## src/rtl/cpu_ctrl_pkg.sv

```systemverilog
// Package: cpu_ctrl_pkg
// Shared encodings for the multi-cycle CPU control path. The main control
// FSM and ALUControl both import it.
//   - state_t    : 4-bit FSM state encoding (FETCH=0 .. JUMP=12)
//   - OP_*       : 6-bit primary opcodes (instruction bits [31:26])
//   - ALUOP_*    : 2-bit ALU operation class handed to ALUControl
//   - opcode_is_legal() : true for every opcode the control unit sequences
package cpu_ctrl_pkg;

  typedef enum logic [3:0] {
    S_FETCH   = 4'd0,
    S_DECODE  = 4'd1,
    S_MEMADR  = 4'd2,
    S_MEMRD   = 4'd3,
    S_MEMWB   = 4'd4,
    S_MEMWR   = 4'd5,
    S_EXECUTE = 4'd6,
    S_ALUWB   = 4'd7,
    S_BRANCH  = 4'd8,
    S_ADDIEX  = 4'd9,
    S_ORIEX   = 4'd10,
    S_IMMWB   = 4'd11,
    S_JUMP    = 4'd12
  } state_t;

  localparam logic [5:0] OP_RTYPE = 6'b000000;
  localparam logic [5:0] OP_LW    = 6'b100011;
  localparam logic [5:0] OP_SW    = 6'b101011;
  localparam logic [5:0] OP_BEQ   = 6'b000100;
  localparam logic [5:0] OP_ADDI  = 6'b001000;
  localparam logic [5:0] OP_ORI   = 6'b001101;
  localparam logic [5:0] OP_J     = 6'b000010;

  localparam logic [1:0] ALUOP_ADD   = 2'b00;
  localparam logic [1:0] ALUOP_SUB   = 2'b01;
  localparam logic [1:0] ALUOP_FUNCT = 2'b10;
  localparam logic [1:0] ALUOP_ORI   = 2'b11;

  function automatic logic opcode_is_legal(input logic [5:0] op);
    case (op)
      OP_RTYPE, OP_LW, OP_SW, OP_BEQ, OP_ADDI, OP_ORI, OP_J: return 1'b1;
      default:                                             return 1'b0;
    endcase
  endfunction

endpackage

```

## src/rtl/main_control_fsm_if.sv

```systemverilog
// Interface: main_control_fsm_if
// Bundles the control unit's status inputs and datapath control outputs.
//   master : the control FSM (consumes Opcode/Zero/MemReady, drives controls)
//   slave  : the datapath side (drives status, consumes controls)
interface main_control_fsm_if;
  logic [5:0] Opcode;
  logic       Zero;
  logic       MemReady;

  logic       PCEn;
  logic       IorD;
  logic       MemWrite;
  logic       IRWrite;
  logic       RegDst;
  logic       MemtoReg;
  logic       RegWrite;
  logic       ALUSrcA;
  logic [1:0] ALUSrcB;
  logic [1:0] PCSrc;
  logic [1:0] ALUop;
  logic       Illegal;

  modport master (
    input  Opcode, Zero, MemReady,
    output PCEn, IorD, MemWrite, IRWrite, RegDst, MemtoReg, RegWrite,
           ALUSrcA, ALUSrcB, PCSrc, ALUop, Illegal
  );

  modport slave (
    output Opcode, Zero, MemReady,
    input  PCEn, IorD, MemWrite, IRWrite, RegDst, MemtoReg, RegWrite,
           ALUSrcA, ALUSrcB, PCSrc, ALUop, Illegal
  );
endinterface

```

## src/rtl/main_control_fsm.sv

```systemverilog
// Module: main_control_fsm
// Multi-cycle main control unit. Walks each instruction through fetch,
// decode, execute, memory and writeback states and decodes the datapath
// enables and mux selects from the current state.
// Ports:
//   clk   : clock, state updates on rising edge
//   rst_n : asynchronous active-low reset, forces FETCH immediately
//   bus   : main_control_fsm_if.master
//           in  Opcode[5:0], Zero, MemReady
//           out PCEn, IorD, MemWrite, IRWrite, RegDst, MemtoReg, RegWrite,
//               ALUSrcA, ALUSrcB[1:0], PCSrc[1:0], ALUop[1:0], Illegal
module main_control_fsm
  import cpu_ctrl_pkg::*;
(
  input  logic                      clk,
  input  logic                      rst_n,
  main_control_fsm_if.master        bus
);

  state_t state_q, state_d;

  // State register
  always_ff @(posedge clk or negedge rst_n) begin
    if (!rst_n) state_q <= S_FETCH;
    else        state_q <= state_d;
  end

  // Next-state logic
  always_comb begin
    state_d = state_q;
    unique case (state_q)
      S_FETCH:   state_d = bus.MemReady ? S_DECODE : S_FETCH;
      S_DECODE: begin
        case (bus.Opcode)
          OP_LW, OP_SW: state_d = S_MEMADR;
          OP_RTYPE:     state_d = S_EXECUTE;
          OP_BEQ:       state_d = S_BRANCH;
          OP_ADDI:      state_d = S_ADDIEX;
          OP_ORI:       state_d = S_ORIEX;
          OP_J:         state_d = S_JUMP;
          default:      state_d = S_FETCH;
        endcase
      end
      // Only lw/sw reach MEMADR, and Opcode is held by the IR here.
      S_MEMADR:  state_d = (bus.Opcode == OP_SW) ? S_MEMWR : S_MEMRD;
      S_MEMRD:   state_d = bus.MemReady ? S_MEMWB : S_MEMRD;
      S_MEMWB:   state_d = S_FETCH;
      S_MEMWR:   state_d = bus.MemReady ? S_FETCH : S_MEMWR;
      S_EXECUTE: state_d = S_ALUWB;
      S_ALUWB:   state_d = S_FETCH;
      S_BRANCH:  state_d = S_FETCH;
      S_ADDIEX:  state_d = S_IMMWB;
      S_ORIEX:   state_d = S_IMMWB;
      S_IMMWB:   state_d = S_FETCH;
      S_JUMP:    state_d = S_FETCH;
      default:   state_d = S_FETCH;
    endcase
  end

  // Output decode
  logic       pc_write;
  logic       branch;
  logic       ir_write;
  logic       mem_write;
  logic       reg_write;
  logic       illegal;
  logic       iord;
  logic       reg_dst;
  logic       mem_to_reg;
  logic       alu_src_a;
  logic [1:0] alu_src_b;
  logic [1:0] pc_src;
  logic [1:0] alu_op;

  always_comb begin
    pc_write   = 1'b0;
    branch     = 1'b0;
    ir_write   = 1'b0;
    mem_write  = 1'b0;
    reg_write  = 1'b0;
    illegal    = 1'b0;
    iord       = 1'b0;
    reg_dst    = 1'b0;
    mem_to_reg = 1'b0;
    alu_src_a  = 1'b0;
    alu_src_b  = 2'b00;
    pc_src     = 2'b00;
    alu_op     = ALUOP_ADD;
    unique case (state_q)
      S_FETCH: begin
        alu_src_b = 2'b01;
        ir_write  = bus.MemReady;
        pc_write  = bus.MemReady;
      end
      S_DECODE: begin
        alu_src_b = 2'b11;
        illegal   = !opcode_is_legal(bus.Opcode);
      end
      S_MEMADR, S_ADDIEX: begin
        alu_src_a = 1'b1;
        alu_src_b = 2'b10;
      end
      S_MEMRD: iord = 1'b1;
      S_MEMWB: begin
        mem_to_reg = 1'b1;
        reg_write  = 1'b1;
      end
      // Strobe stays up for every stall cycle until memory accepts it.
      S_MEMWR: begin
        iord      = 1'b1;
        mem_write = 1'b1;
      end
      S_EXECUTE: begin
        alu_src_a = 1'b1;
        alu_op    = ALUOP_FUNCT;
      end
      S_ALUWB: begin
        reg_dst   = 1'b1;
        reg_write = 1'b1;
      end
      S_BRANCH: begin
        alu_src_a = 1'b1;
        alu_op    = ALUOP_SUB;
        pc_src    = 2'b01;
        branch    = 1'b1;
      end
      S_ORIEX: begin
        alu_src_a = 1'b1;
        alu_src_b = 2'b10;
        alu_op    = ALUOP_ORI;
      end
      S_IMMWB: reg_write = 1'b1;
      S_JUMP: begin
        pc_src   = 2'b10;
        pc_write = 1'b1;
      end
      default: ;
    endcase
  end

  // Write strobes are qualified by rst_n: the register already reads FETCH
  // during reset, but FETCH would otherwise pass MemReady through.
  assign bus.PCEn     = rst_n & (pc_write | (branch & bus.Zero));
  assign bus.IRWrite  = rst_n & ir_write;
  assign bus.MemWrite = rst_n & mem_write;
  assign bus.RegWrite = rst_n & reg_write;
  assign bus.Illegal  = rst_n & illegal;
  assign bus.IorD     = iord;
  assign bus.RegDst   = reg_dst;
  assign bus.MemtoReg = mem_to_reg;
  assign bus.ALUSrcA  = alu_src_a;
  assign bus.ALUSrcB  = alu_src_b;
  assign bus.PCSrc    = pc_src;
  assign bus.ALUop    = alu_op;

endmodule

```

## src/flat_wrapper.sv

```systemverilog
// flat-port wrapper written by rule: the top's interface ports become plain ports
module main_control_fsm_flat import cpu_ctrl_pkg::*;
  (clk, rst_n, bus_Opcode, bus_Zero, bus_MemReady, bus_PCEn, bus_IorD, bus_MemWrite, bus_IRWrite, bus_RegDst, bus_MemtoReg, bus_RegWrite, bus_ALUSrcA, bus_ALUSrcB, bus_PCSrc, bus_ALUop, bus_Illegal);
  main_control_fsm_if bus_i ();
  input  logic clk;
  input  logic rst_n;
  input wire logic [$bits(bus_i.Opcode)-1:0] bus_Opcode;
  input wire logic [$bits(bus_i.Zero)-1:0] bus_Zero;
  input wire logic [$bits(bus_i.MemReady)-1:0] bus_MemReady;
  output wire logic [$bits(bus_i.PCEn)-1:0] bus_PCEn;
  output wire logic [$bits(bus_i.IorD)-1:0] bus_IorD;
  output wire logic [$bits(bus_i.MemWrite)-1:0] bus_MemWrite;
  output wire logic [$bits(bus_i.IRWrite)-1:0] bus_IRWrite;
  output wire logic [$bits(bus_i.RegDst)-1:0] bus_RegDst;
  output wire logic [$bits(bus_i.MemtoReg)-1:0] bus_MemtoReg;
  output wire logic [$bits(bus_i.RegWrite)-1:0] bus_RegWrite;
  output wire logic [$bits(bus_i.ALUSrcA)-1:0] bus_ALUSrcA;
  output wire logic [$bits(bus_i.ALUSrcB)-1:0] bus_ALUSrcB;
  output wire logic [$bits(bus_i.PCSrc)-1:0] bus_PCSrc;
  output wire logic [$bits(bus_i.ALUop)-1:0] bus_ALUop;
  output wire logic [$bits(bus_i.Illegal)-1:0] bus_Illegal;
  assign bus_i.Opcode = bus_Opcode;
  assign bus_i.Zero = bus_Zero;
  assign bus_i.MemReady = bus_MemReady;
  assign bus_PCEn = bus_i.PCEn;
  assign bus_IorD = bus_i.IorD;
  assign bus_MemWrite = bus_i.MemWrite;
  assign bus_IRWrite = bus_i.IRWrite;
  assign bus_RegDst = bus_i.RegDst;
  assign bus_MemtoReg = bus_i.MemtoReg;
  assign bus_RegWrite = bus_i.RegWrite;
  assign bus_ALUSrcA = bus_i.ALUSrcA;
  assign bus_ALUSrcB = bus_i.ALUSrcB;
  assign bus_PCSrc = bus_i.PCSrc;
  assign bus_ALUop = bus_i.ALUop;
  assign bus_Illegal = bus_i.Illegal;
  main_control_fsm u_core (.clk(clk), .rst_n(rst_n), .bus(bus_i));
endmodule
```

## config.mk

```make
export PLATFORM = sky130hd
export DESIGN_NAME = main_control_fsm_flat
export DESIGN_NICKNAME = d
export VERILOG_FILES = /design/src/rtl/cpu_ctrl_pkg.sv /design/src/rtl/main_control_fsm_if.sv /design/src/rtl/main_control_fsm.sv /design/src/flat_wrapper.sv
export SDC_FILE = /design/constraint.sdc
export NUM_CORES = 1
export LEC_CHECK = 0
export BUFFER_PORTS_ARGS = -buffer_cell sky130_fd_sc_hd__buf_4
export CAP_MARGIN = 10
export CORE_MARGIN = 2
export CORE_UTILIZATION = 45
export DETAILED_ROUTE_END_ITERATION = 12
export GPL_TIMING_DRIVEN = 1
export PLACE_DENSITY = 0.75
export SLEW_MARGIN = 0
export SYNTH_ARGS = -nofsm -noshare
export SYNTH_HDL_FRONTEND = slang
export SYNTH_SLANG_ARGS = --single-unit
export TNS_END_PERCENT = 100
```

## constraint.sdc

```tcl
create_clock -name clk -period 3 [get_ports clk]
set_input_delay 0 -clock clk [delete_from_list [all_inputs] [get_ports clk]]
set_output_delay 0 -clock clk [all_outputs]
set_load 0.01 [all_outputs]
```

==> results of run 1 <==
## path summary, 6_finish.rpt
check	endpoint	slack [ns]
min in group asynchronous	u_core.state_q[1]	0.12
hold / removal	u_core.state_q[2]	0.08
setup / recovery	bus_RegWrite	1.28
max in group asynchronous	u_core.state_q[2]	2.77
setup reg to reg	u_core.state_q[0]	1.34
hold reg to reg	u_core.state_q[2]	0.85
## metrics by stage
step                worst slack (ns)  cells  hold WS [ns]
global placement                1.42    114        -0.192
global route                    1.11    118        0.0708
finish                          1.28    118        0.0757
detailed placement              1.37    114        -0.191
CTS                             1.29    118        0.0594
floorplan                       1.72     83        -0.296
## layout make-up
| cell class | instances | area [um^2] |
|---|---|---|
| timing repair buffer | 25 | 190 |
| inverter | 1 | 3.75 |
| clock buffer | 3 | 22.5 |
| multi-input combinational | 70 | 477 |
| tap | 15 | 18.8 |
| sequential | 4 | 100 |
| fill | 127 | 489 |
## layer usage
metal	track usage, %	vias to the layer above	share of wire, %
met5	0	-	0
met4	7.74	0	1.3
met3	5.22	4	6.1
met2	31.9	27	48
met1	24.7	324	45
li1	-	353	-
## cells by family (layout without fill, tap and decap cells)
logic type      after synthesis  count (layout)
compound gates               26              26
xor+xnor                      2               2
fa+ha+maj                     1               1
buf+inv                       9              29
flops                         4               4
mux                           1               1
simple gates                 40              40
## worst register-to-register path, cell delays in order (launching register included)
cell      delay (ns)
dfrtp_1         0.70
nand2b_2        0.28
a21boi_1        0.19
o221ai_1        0.14
a41o_1          0.23
## power by group through the flow
stage	Combinational [mW]	Clock [mW]	Sequential, mW
2_1_floorplan	0.264	0	0.0838
3_3_place_gp	0.313	0	0.139
3_5_place_dp	0.316	0	0.139
4_1_cts	0.318	0.0679	0.138
5_1_grt	0.348	0.0765	0.146
6_report	0.316	0.0669	0.139
## layout by cell type (no fill, tap or decap), types with 2 or more instances in the layout
cell type,n
buf_4,24
nor2_1,8
a21oi_1,8
nor3_1,7
o21ai_0,6
nand2_1,5
dfrtp_1,4
nand2b_1,3
nand3_1,3
clkbuf_4,3
xnor2_1,2
nor3b_1,2
nand2b_2,2
nand3b_1,2
or3_1,2
nor4_1,2
o21a_1,2
==> results.sh, run 1 <==
export IMPL_place_area_um2=779
export IMPL_num_io_pins=25
export IMPL_maxSlewViolCount=0
export IMPL_firstDrtPassIters=4
export IMPL_crit_start="u_core.state_q[2]"
export IMPL_internal_power_mw=0.282
export IMPL_ys_top_cells_by_count="a21oi_1, nor2_1, nor3_1, o21ai_0, nand2_1"
export IMPL_power_total_mw=0.523
export IMPL_rsz0062_at_grt="no"
export IMPL_relSlewSlack_pct=59.9
export IMPL_gp_congestion=0.780
export IMPL_status="finished clean"
export IMPL_hp_start="bus_Opcode[5]"
export IMPL_postCtsSetupRepairBufs=0
export IMPL_wl_per_cell_um=13.0
export IMPL_seq_power_share_pct=26.6
export IMPL_grt_pass1_vias=610
export IMPL_ys_top_cells_by_area="dfrtp_1, a21oi_1, nor3_1, o21ai_0, nor2_1"
export IMPL_power_per_cell_area_mw_per_mm2=644
export IMPL_cts_repair_resize_count=0
export IMPL_diodes=0
export IMPL_die_area_mm2=0.00173
export IMPL_drc=0
export IMPL_largest_register_ffs=4
export IMPL_setup_violations_final=0
export IMPL_synth_top_area_share_pct=15.8
export IMPL_power_frac_clock_pct=12.8
export IMPL_power_leakage_nw=0.345
export IMPL_clk_latency_ns=0.23
export IMPL_worst_endpoint_arrival_ns=1.72
export IMPL_peakVddDrop_uv=410
export IMPL_numPortBuffers=24
export IMPL_synth_async_sr_flop_share_pct=100
export IMPL_syn_mean_instance_area_um2=7.64
export IMPL_final_area_um2=812
export IMPL_synth_cell_types=35
export IMPL_hpwlAfterDp_um=1140
export IMPL_syn_area_um2=634
export IMPL_slowest_stage="dfrtp_1"
export IMPL_syn_to_final_growth_pct=28.0
export IMPL_cp_end_kind="output port"
export IMPL_rows=13
export IMPL_synth_flop_cell="dfrtp_1"
export IMPL_r2r_start="u_core.state_q[2]"
export IMPL_worstMarginPinSlew_ns=0.601
export IMPL_cts_sinks=4
export IMPL_top_register="u_core.state_q"
export IMPL_antenna_found_initial=0
export IMPL_slowest_delay_ns=0.70
export IMPL_yosys_warnings=0
export IMPL_core_area_mm2=0.00130
export IMPL_cts_made_buffers=3
export IMPL_period_needed_ns=1.72
export IMPL_fin_util_pct=62.4
export IMPL_synth_nets=93
export IMPL_finalWirelength_um=1540
export IMPL_h_tree_depth=1
export IMPL_fin_nets=115
export IMPL_tritoncts="built"
export IMPL_p_sw_share_pct=46.0
export IMPL_synthAdderAreaFrac_pct=1.78
export IMPL_vias_per_cell=6.00
export IMPL_whs_path_depth=2
export IMPL_cp_start_kind="register"
export IMPL_yosys_area_top_type="dfrtp_1"
export IMPL_synth_simple_area_share_pct=40.4
export IMPL_hp_class="input port to register"
export IMPL_vias=708
export IMPL_drive_gt1_share_pct=35.0
export IMPL_cts_root_buf="clkbuf_4"
export IMPL_tns_ns=0
export IMPL_ys_ff_latch=4
export IMPL_criticalPathCategory="register to output port"
export IMPL_critPathRequiredTime_ns=3.00
export IMPL_cap_violations=0
export IMPL_path_cells="nand2b_1 > nor3_1 > o21a_1 > buf_4"
export IMPL_grt_usage_pct=19.7
export IMPL_yosysSeqAreaShare_pct=15.8
export IMPL_muxShareOfSynthArea_pct=1.78
export IMPL_crit_buf_inv=1
export IMPL_synth_top_family_by_area="simple AND/OR/NAND/NOR gates"
export IMPL_cp_max_fo=19
export IMPL_synth_xor_area_share_pct=2.76
export IMPL_chipWidth_um=41.5
export IMPL_initial_core_util_pct=48.7
export IMPL_overflow=0
export IMPL_synth_edf_count=0
export IMPL_grt_pass1_wl_um=2710
export IMPL_path_clk_slew_ns=0.04
export IMPL_p_switching_mw=0.240
export IMPL_skew_ns=0.00274
export IMPL_critical_path_cell_count=4
export IMPL_p_comb_share_pct=60.6
export IMPL_finalHoldViolCount=0
export IMPL_drtIter0Drc=11
export IMPL_grt_max_degree=20
export IMPL_synth_compound_area_share_pct=28.4
export IMPL_die_h_um=41.5
export IMPL_cp_top_family="flip-flops"
export IMPL_top_regs="u_core.state_q: 4 flops"
export IMPL_postSynthCellCount=83
export IMPL_rr_worst_depth=4
export IMPL_cts_buffer_depth=2
export IMPL_postRouteAntennaNets=0
export IMPL_fmax_mhz=583
export IMPL_cts_hold_buf=1
export IMPL_timing_final_crit_share_pct=57.2
No activity file was read; power rests on OpenSTA's default activity.
==> run 2: changes to the inputs <==
--- a/config.mk
+++ b/config.mk
@@ -5,13 +5,14 @@
 export SDC_FILE = /design/constraint.sdc
 export NUM_CORES = 1
 export LEC_CHECK = 0
+export ABC_AREA = 1
 export BUFFER_PORTS_ARGS = -buffer_cell sky130_fd_sc_hd__buf_4
 export CAP_MARGIN = 10
-export CORE_MARGIN = 2
-export CORE_UTILIZATION = 45
+export CORE_AREA = 2 2 39 41
 export DETAILED_ROUTE_END_ITERATION = 12
+export DIE_AREA = 0 0 41 43
 export GPL_TIMING_DRIVEN = 1
-export PLACE_DENSITY = 0.75
+export PLACE_DENSITY = 0.72
 export SLEW_MARGIN = 0
 export SYNTH_ARGS = -nofsm -noshare
 export SYNTH_HDL_FRONTEND = slang
==> constraint.sdc (replaced) <==
create_clock -name clk -period 1.7 [get_ports clk]
set_input_delay 0 -clock clk [delete_from_list [all_inputs] [get_ports clk]]
set_output_delay 0 -clock clk [all_outputs]
set_load 0.01 [all_outputs]
==> run 2 against run 1 <==
Net effect:
- clock-buffer cell count unchanged
- combinational power up 41%
- hold slack got worse by 0.055 ns
==> results.sh, run 2 <==
export IMPL_yosysSeqAreaShare_pct=18.0
export IMPL_instances_no_fill=155
export IMPL_synth_simple_area_share_pct=57.2
export IMPL_relSlewSlack_pct=83.4
export IMPL_syn_mean_instance_area_um2=5.00
export IMPL_path_clk_slew_ns=0.04
export IMPL_drtIter0Drc=16
export IMPL_ys_ff_latch=4
export IMPL_core_area_mm2=0.00138
export IMPL_rows=14
export IMPL_timing_final_crit_share_pct=85.9
export IMPL_cp_end_kind="output port"
export IMPL_slowest_stage="dfrtp_1"
export IMPL_die_area_mm2=0.00176
export IMPL_cpMostUsedCell="nand3_1"
export IMPL_numPortBuffers=24
export IMPL_criticalPathCategory="register to output port"
export IMPL_synth_nets=121
export IMPL_cp_max_fo=6
export IMPL_dp_slack_ns=0.508
export IMPL_finalHoldViolCount=0
export IMPL_final_cell_mix="nand2_1, buf_4, nor2_1, inv_1, nand3_1"
export IMPL_grt_pass1_vias=654
export IMPL_grt_usage_pct=18.7
export IMPL_syn_area_um2=556
export IMPL_cts_buffer_depth=2
export IMPL_maxSlewViolCount=0
export IMPL_vias_per_cell=4.64
export IMPL_cts_repair_resize_count=0
export IMPL_synth_cell_types=12
export IMPL_power_total_mw=0.720
export IMPL_fin_util_pct=57.0
export IMPL_synth_edf_count=0
export IMPL_initial_core_util_pct=40.1
export IMPL_cp_start_kind="register"
export IMPL_crit_buf_inv=2
export IMPL_cap_violations=0
export IMPL_num_io_pins=25
export IMPL_ys_top_cells_by_area="nand2_1, dfrtp_1, nor2_1, inv_1, nand3_1"
export IMPL_synthAdderAreaFrac_pct=0
export IMPL_synth_async_sr_flop_share_pct=100
export IMPL_synth_xor_area_share_pct=0
export IMPL_synth_most_common_cell="nand2_1"
export IMPL_peakVddDrop_uv=416
export IMPL_tns_ns=0
export IMPL_synth_compound_area_share_pct=7.21
export IMPL_place_area_um2=756
export IMPL_slowest_delay_ns=0.44
export IMPL_cts_sinks=4
export IMPL_fin_nets=151
export IMPL_die_h_um=43
export IMPL_whs_ns=0.0210
export IMPL_drive_gt1_share_pct=30.9
export IMPL_power_per_cell_area_mw_per_mm2=914
export IMPL_wl_per_cell_um=9.38
export IMPL_worst_endpoint_arrival_ns=1.46
export IMPL_gp_congestion=0.751
export IMPL_hp_class="input port to register"
export IMPL_h_tree_depth=1
export IMPL_setup_violations_final=0
export IMPL_clk_latency_ns=0.24
export IMPL_vias=719
export IMPL_finalWirelength_um=1450
export IMPL_muxShareOfSynthArea_pct=0
export IMPL_diodes=0
export IMPL_yosys_warnings=0
export IMPL_tritoncts="built"
export IMPL_grt_max_degree=8
export IMPL_cts_root_buf="clkbuf_4"
export IMPL_power_leakage_nw=0.529
export IMPL_firstDrtPassIters=4
export IMPL_antenna_found_initial=0
export IMPL_layout_commonest_cell="nand2_1"
export IMPL_ys_top_cells_by_count="nand2_1, nor2_1, inv_1, nand3_1"
export IMPL_path_cells="nor2_1 > nand3_1 > nand3_1 > nand2_1 > inv_1 > buf_4"
export IMPL_layout_setup_ws_ns=0.240
export IMPL_postRouteAntennaNets=0
export IMPL_cp_top_family="simple AND/OR/NAND/NOR gates"
export IMPL_drc=0
export IMPL_status="finished clean"
export IMPL_largest_register_ffs=4
export IMPL_grt_pass1_wl_um=2340
export IMPL_top_regs="u_core.state_q: 4 flops"
export IMPL_syn_to_final_growth_pct=41.9
export IMPL_final_area_um2=788
export IMPL_overflow=0
export IMPL_period_needed_ns=1.46
export IMPL_fmax_mhz=685
export IMPL_skew_ns=0.00473
export IMPL_synth_top_area_share_pct=19.6
export IMPL_cts_made_buffers=3
export IMPL_synth_top_family_by_area="simple AND/OR/NAND/NOR gates"
export IMPL_dp_cells=151
export IMPL_hpwlAfterDp_um=1260
export IMPL_synth_flop_cell="dfrtp_1"
export IMPL_yosys_area_top_type="nand2_1"
export IMPL_top_register="u_core.state_q"
export IMPL_chipWidth_um=41
export IMPL_worstMarginPinSlew_ns=0.248
export IMPL_critPathRequiredTime_ns=1.70
export IMPL_rsz0062_at_grt="no"
export IMPL_postSynthCellCount=111
==> run 2: changes by cell type after synthesis, moves of 5 or more <==
cell / previous run / this run
nor2_1: 8 / 23
nand2_1: 5 / 29
inv_2: 0 / 6
nand3_1: 3 / 12
inv_1: 1 / 19
nor3_1: 7 / 0
a21oi_1: 8 / 3
nand2_2: 0 / 6
==> run 2: final cells by class <==
cell class / instances / area [um^2]
clock buffers: 3 / 22.5
fillers: 141 / 596
inverters: 26 / 97.6
multi-input cells: 81 / 358
flip-flops and latches: 4 / 100
well taps: 16 / 20.0
repair buffers: 25 / 190
==> run 2: worst paths after layout <==
path	startpoint	to	slack, ns	cells after the start
worst max-delay path	u_core.state_q[1]	bus_PCEn	0.24	6
worst min-delay path	bus_MemReady	u_core.state_q[2]	0.02	3
worst max register to register	u_core.state_q[0]	u_core.state_q[0]	0.53	7
worst min register to register	u_core.state_q[0]	u_core.state_q[3]	0.77	4
max in group asynchronous	rst_n	u_core.state_q[3]	1.47	2
min in group asynchronous	rst_n	u_core.state_q[2]	0.11	2
==> run 2: repair_timing <==
| action | in CTS | in global routing |
|---|---|---|
| endpoints found under the hold margin | 4 | 0 |
| buffers inserted | 0 | 0 |
| hold buffers | 1 | 0 |
==> run 2: layer usage <==
layer | track usage (%) | share of wire [%] | vias up
li1 | - | - | 386
met1 | 19.1 | 39 | 303
met2 | 36.9 | 54 | 27
met3 | 0 | 6.1 | 3
met4 | 6.00 | 1.2 | 0
met5 | 0 | 0 | -
==> run 2: power breakdown <==
| group | switching (mW) | internal [mW] | total (mW) |
|---|---|---|---|
| Combinational | 0.266 | 0.179 | 0.445 |
| Sequential | 0.0361 | 0.119 | 0.155 |
| Clock | 0.0410 | 0.0791 | 0.120 |
==> run 2: worst reg2reg max path: stages (launching register included) <==
cell	delay [ns]
dfrtp_1	0.42
inv_1	0.11
nand2_2	0.11
inv_2	0.05
nand2_1	0.08
inv_1	0.05
nor2_1	0.11
nand3_1	0.10
==> run 2: cell families (layout without fill, tap and decap cells) <==
group                  count (synthesis)  in the layout
AOI/OAI and AO/OA                      7              7
buffers and inverters                 26             54
DFF                                    4              4
and+or+nand+nor                       74             74
==> run 3: changes to the inputs <==
--- a/config.mk
+++ b/config.mk
@@ -12,7 +12,7 @@
 export DETAILED_ROUTE_END_ITERATION = 12
 export DIE_AREA = 0 0 41 43
 export GPL_TIMING_DRIVEN = 1
-export PLACE_DENSITY = 0.72
+export PLACE_DENSITY = 0.77
 export SLEW_MARGIN = 0
 export SYNTH_ARGS = -nofsm -noshare
 export SYNTH_HDL_FRONTEND = slang
==> run 3 against run 2 <==
Net effect:
- maximum frequency rose by 0.39%
- wire length decreased by 3.6%
- die area stayed put
- global-route usage grew 0.28 points
- final cell count is the same
- total power is 1.2% lower
- via count increased by 0.70%
- hold slack better by 0.0035 ns
- sequential share of layout area unchanged
- sequential power about the same
- flip-flop and latch count did not move
- non-clock buffer count unchanged
- critical path type unchanged
==> results.sh, run 3 (synthesis results as in run 2) <==
export IMPL_diodes=0
export IMPL_vias_per_cell=4.67
export IMPL_skew_ns=0.00554
export IMPL_largest_register_ffs=4
export IMPL_tritoncts="built"
export IMPL_grt_usage_pct=19.0
export IMPL_path_clk_slew_ns=0.03
export IMPL_final_cell_mix="nand2_1, buf_4, nor2_1, inv_1, nand3_1"
export IMPL_fin_nets=151
export IMPL_gp_congestion=0.772
export IMPL_power_leakage_nw=0.529
export IMPL_holdPathEnd="u_core.state_q[2]"
export IMPL_whs_ns=0.0246
export IMPL_antenna_found_initial=0
export IMPL_rr_worst_depth=6
export IMPL_wl_per_cell_um=9.05
export IMPL_dp_slack_ns=0.489
export IMPL_seqCellArea_um2=100
export IMPL_drive_gt1_share_pct=30.9
export IMPL_cp_end_kind="output port"
export IMPL_slowest_stage="dfrtp_1"
export IMPL_clk_latency_ns=0.24
export IMPL_finalWirelength_um=1400
export IMPL_hp_class="input port to register"
export IMPL_slowest_delay_ns=0.44
export IMPL_firstDrtPassIters=5
export IMPL_core_area_mm2=0.00138
export IMPL_status="finished clean"
export IMPL_setup_violations_final=0
export IMPL_cp_start_kind="register"
export IMPL_tns_ns=0
export IMPL_drtIter0Drc=11
export IMPL_cap_violations=0
export IMPL_cts_sinks=4
export IMPL_worst_endpoint_arrival_ns=1.45
export IMPL_layout_setup_ws_ns=0.246
export IMPL_drc=0
export IMPL_numPortBuffers=24
export IMPL_initial_core_util_pct=40.1
export IMPL_cts_root_buf="clkbuf_4"
export IMPL_cpMostUsedCell="nand3_1"
export IMPL_cts_made_buffers=3
export IMPL_multi_input_area_um2=358
export IMPL_peakVddDrop_uv=373
export IMPL_finalHoldViolCount=0
export IMPL_whs_path_depth=3
export IMPL_cts_buffer_depth=2
export IMPL_timing_rr_end="u_core.state_q[1]"
export IMPL_hpwlAfterDp_um=1230
export IMPL_h_tree_depth=1
export IMPL_syn_to_final_growth_pct=41.9
export IMPL_cts_repair_resize_count=0
export IMPL_overflow=0
export IMPL_vias=724
export IMPL_fmax_mhz=688
export IMPL_rsz0062_at_grt="no"
export IMPL_instances_no_fill=155
export IMPL_die_h_um=43
export IMPL_period_needed_ns=1.45
export IMPL_grt_max_degree=8
export IMPL_grt_pass1_wl_um=2370
export IMPL_path_cells="nor2_1 > nand3_1 > nand3_1 > nand2_1 > inv_1 > buf_4"
export IMPL_rrSetupSlack_ns=0.57
export IMPL_power_total_mw=0.712
export IMPL_maxSlewViolCount=0
export IMPL_cts_hold_buf=1
export IMPL_layout_commonest_cell="nand2_1"
export IMPL_timing_final_crit_share_pct=85.5
export IMPL_top_register="u_core.state_q"
export IMPL_fillers=155
export IMPL_postCtsSetupRepairBufs=0
export IMPL_worstMarginPinSlew_ns=0.246
export IMPL_critPathRequiredTime_ns=1.70
export IMPL_rows=14
export IMPL_num_io_pins=25
export IMPL_chipWidth_um=41
export IMPL_die_area_mm2=0.00176
export IMPL_relSlewSlack_pct=83.6
export IMPL_dp_cells=151
export IMPL_top_regs="u_core.state_q: 4 flops"
export IMPL_criticalPathCategory="register to output port"
export IMPL_power_per_cell_area_mw_per_mm2=903
export IMPL_postRouteAntennaNets=0
export IMPL_grt_pass1_vias=629
export IMPL_r2r_start="u_core.state_q[3]"
export IMPL_hp_start="bus_MemReady"
export IMPL_cp_max_fo=6
## run 3: cell counts in the layout (fill, tap and decap cells not counted)
Identical to the previous run, type by type.
## run 3: through the flow
stage                     util (%)  area (um^2)
after detailed placement      54.6          756
final                         57.0          788
after floorplan                  -          556
after global placement        54.6          756
after global routing          57.0          788
after CTS                     57.0          788
## run 3: area by class of cell
class	count	share of cell area [%]
timing repair buffer	25	24.1
clock buffer	3	2.86
sequential	4	12.7
multi-input combinational	81	45.4
inverter	26	12.4
tap	16	2.54
## run 3: power by group
part           switching [mW]  internal [mW]  total, mW
clock network          0.0365         0.0787      0.115
logic                   0.263          0.179      0.443
registers              0.0349          0.119      0.154
total                   0.335          0.377      0.712
## run 3: worst max-delay path by stage
stage,cells after the start,from,endpoint,slack (ns)
final,6,u_core.state_q[1],bus_PCEn,0.25
after global routing,6,u_core.state_q[1],bus_PCEn,0.15
after CTS,6,u_core.state_q[1],bus_PCEn,0.24
after detailed placement,6,u_core.state_q[1],bus_PCEn,0.49
after global placement,6,u_core.state_q[1],bus_PCEn,0.48
after floorplan,7,u_core.state_q[1],bus_PCEn,0.64
## run 3: routing by layer
metal  vias up  global-route usage, %  wire length, um
met4         0                   6.00               17
met5         -                      0                0
li1        390                      -                -
met2        26                   35.9              757
met3         3                   1.57               90
met1       305                   20.0              537
## run 3: worst max-delay path: cells and delay by family (launching register included)
| kind | cells | cell delay, ns |
|---|---|---|
| and+or+nand+nor | 4 | 0.63 |
| DFF | 1 | 0.44 |
| buffers and inverters | 2 | 0.15 |
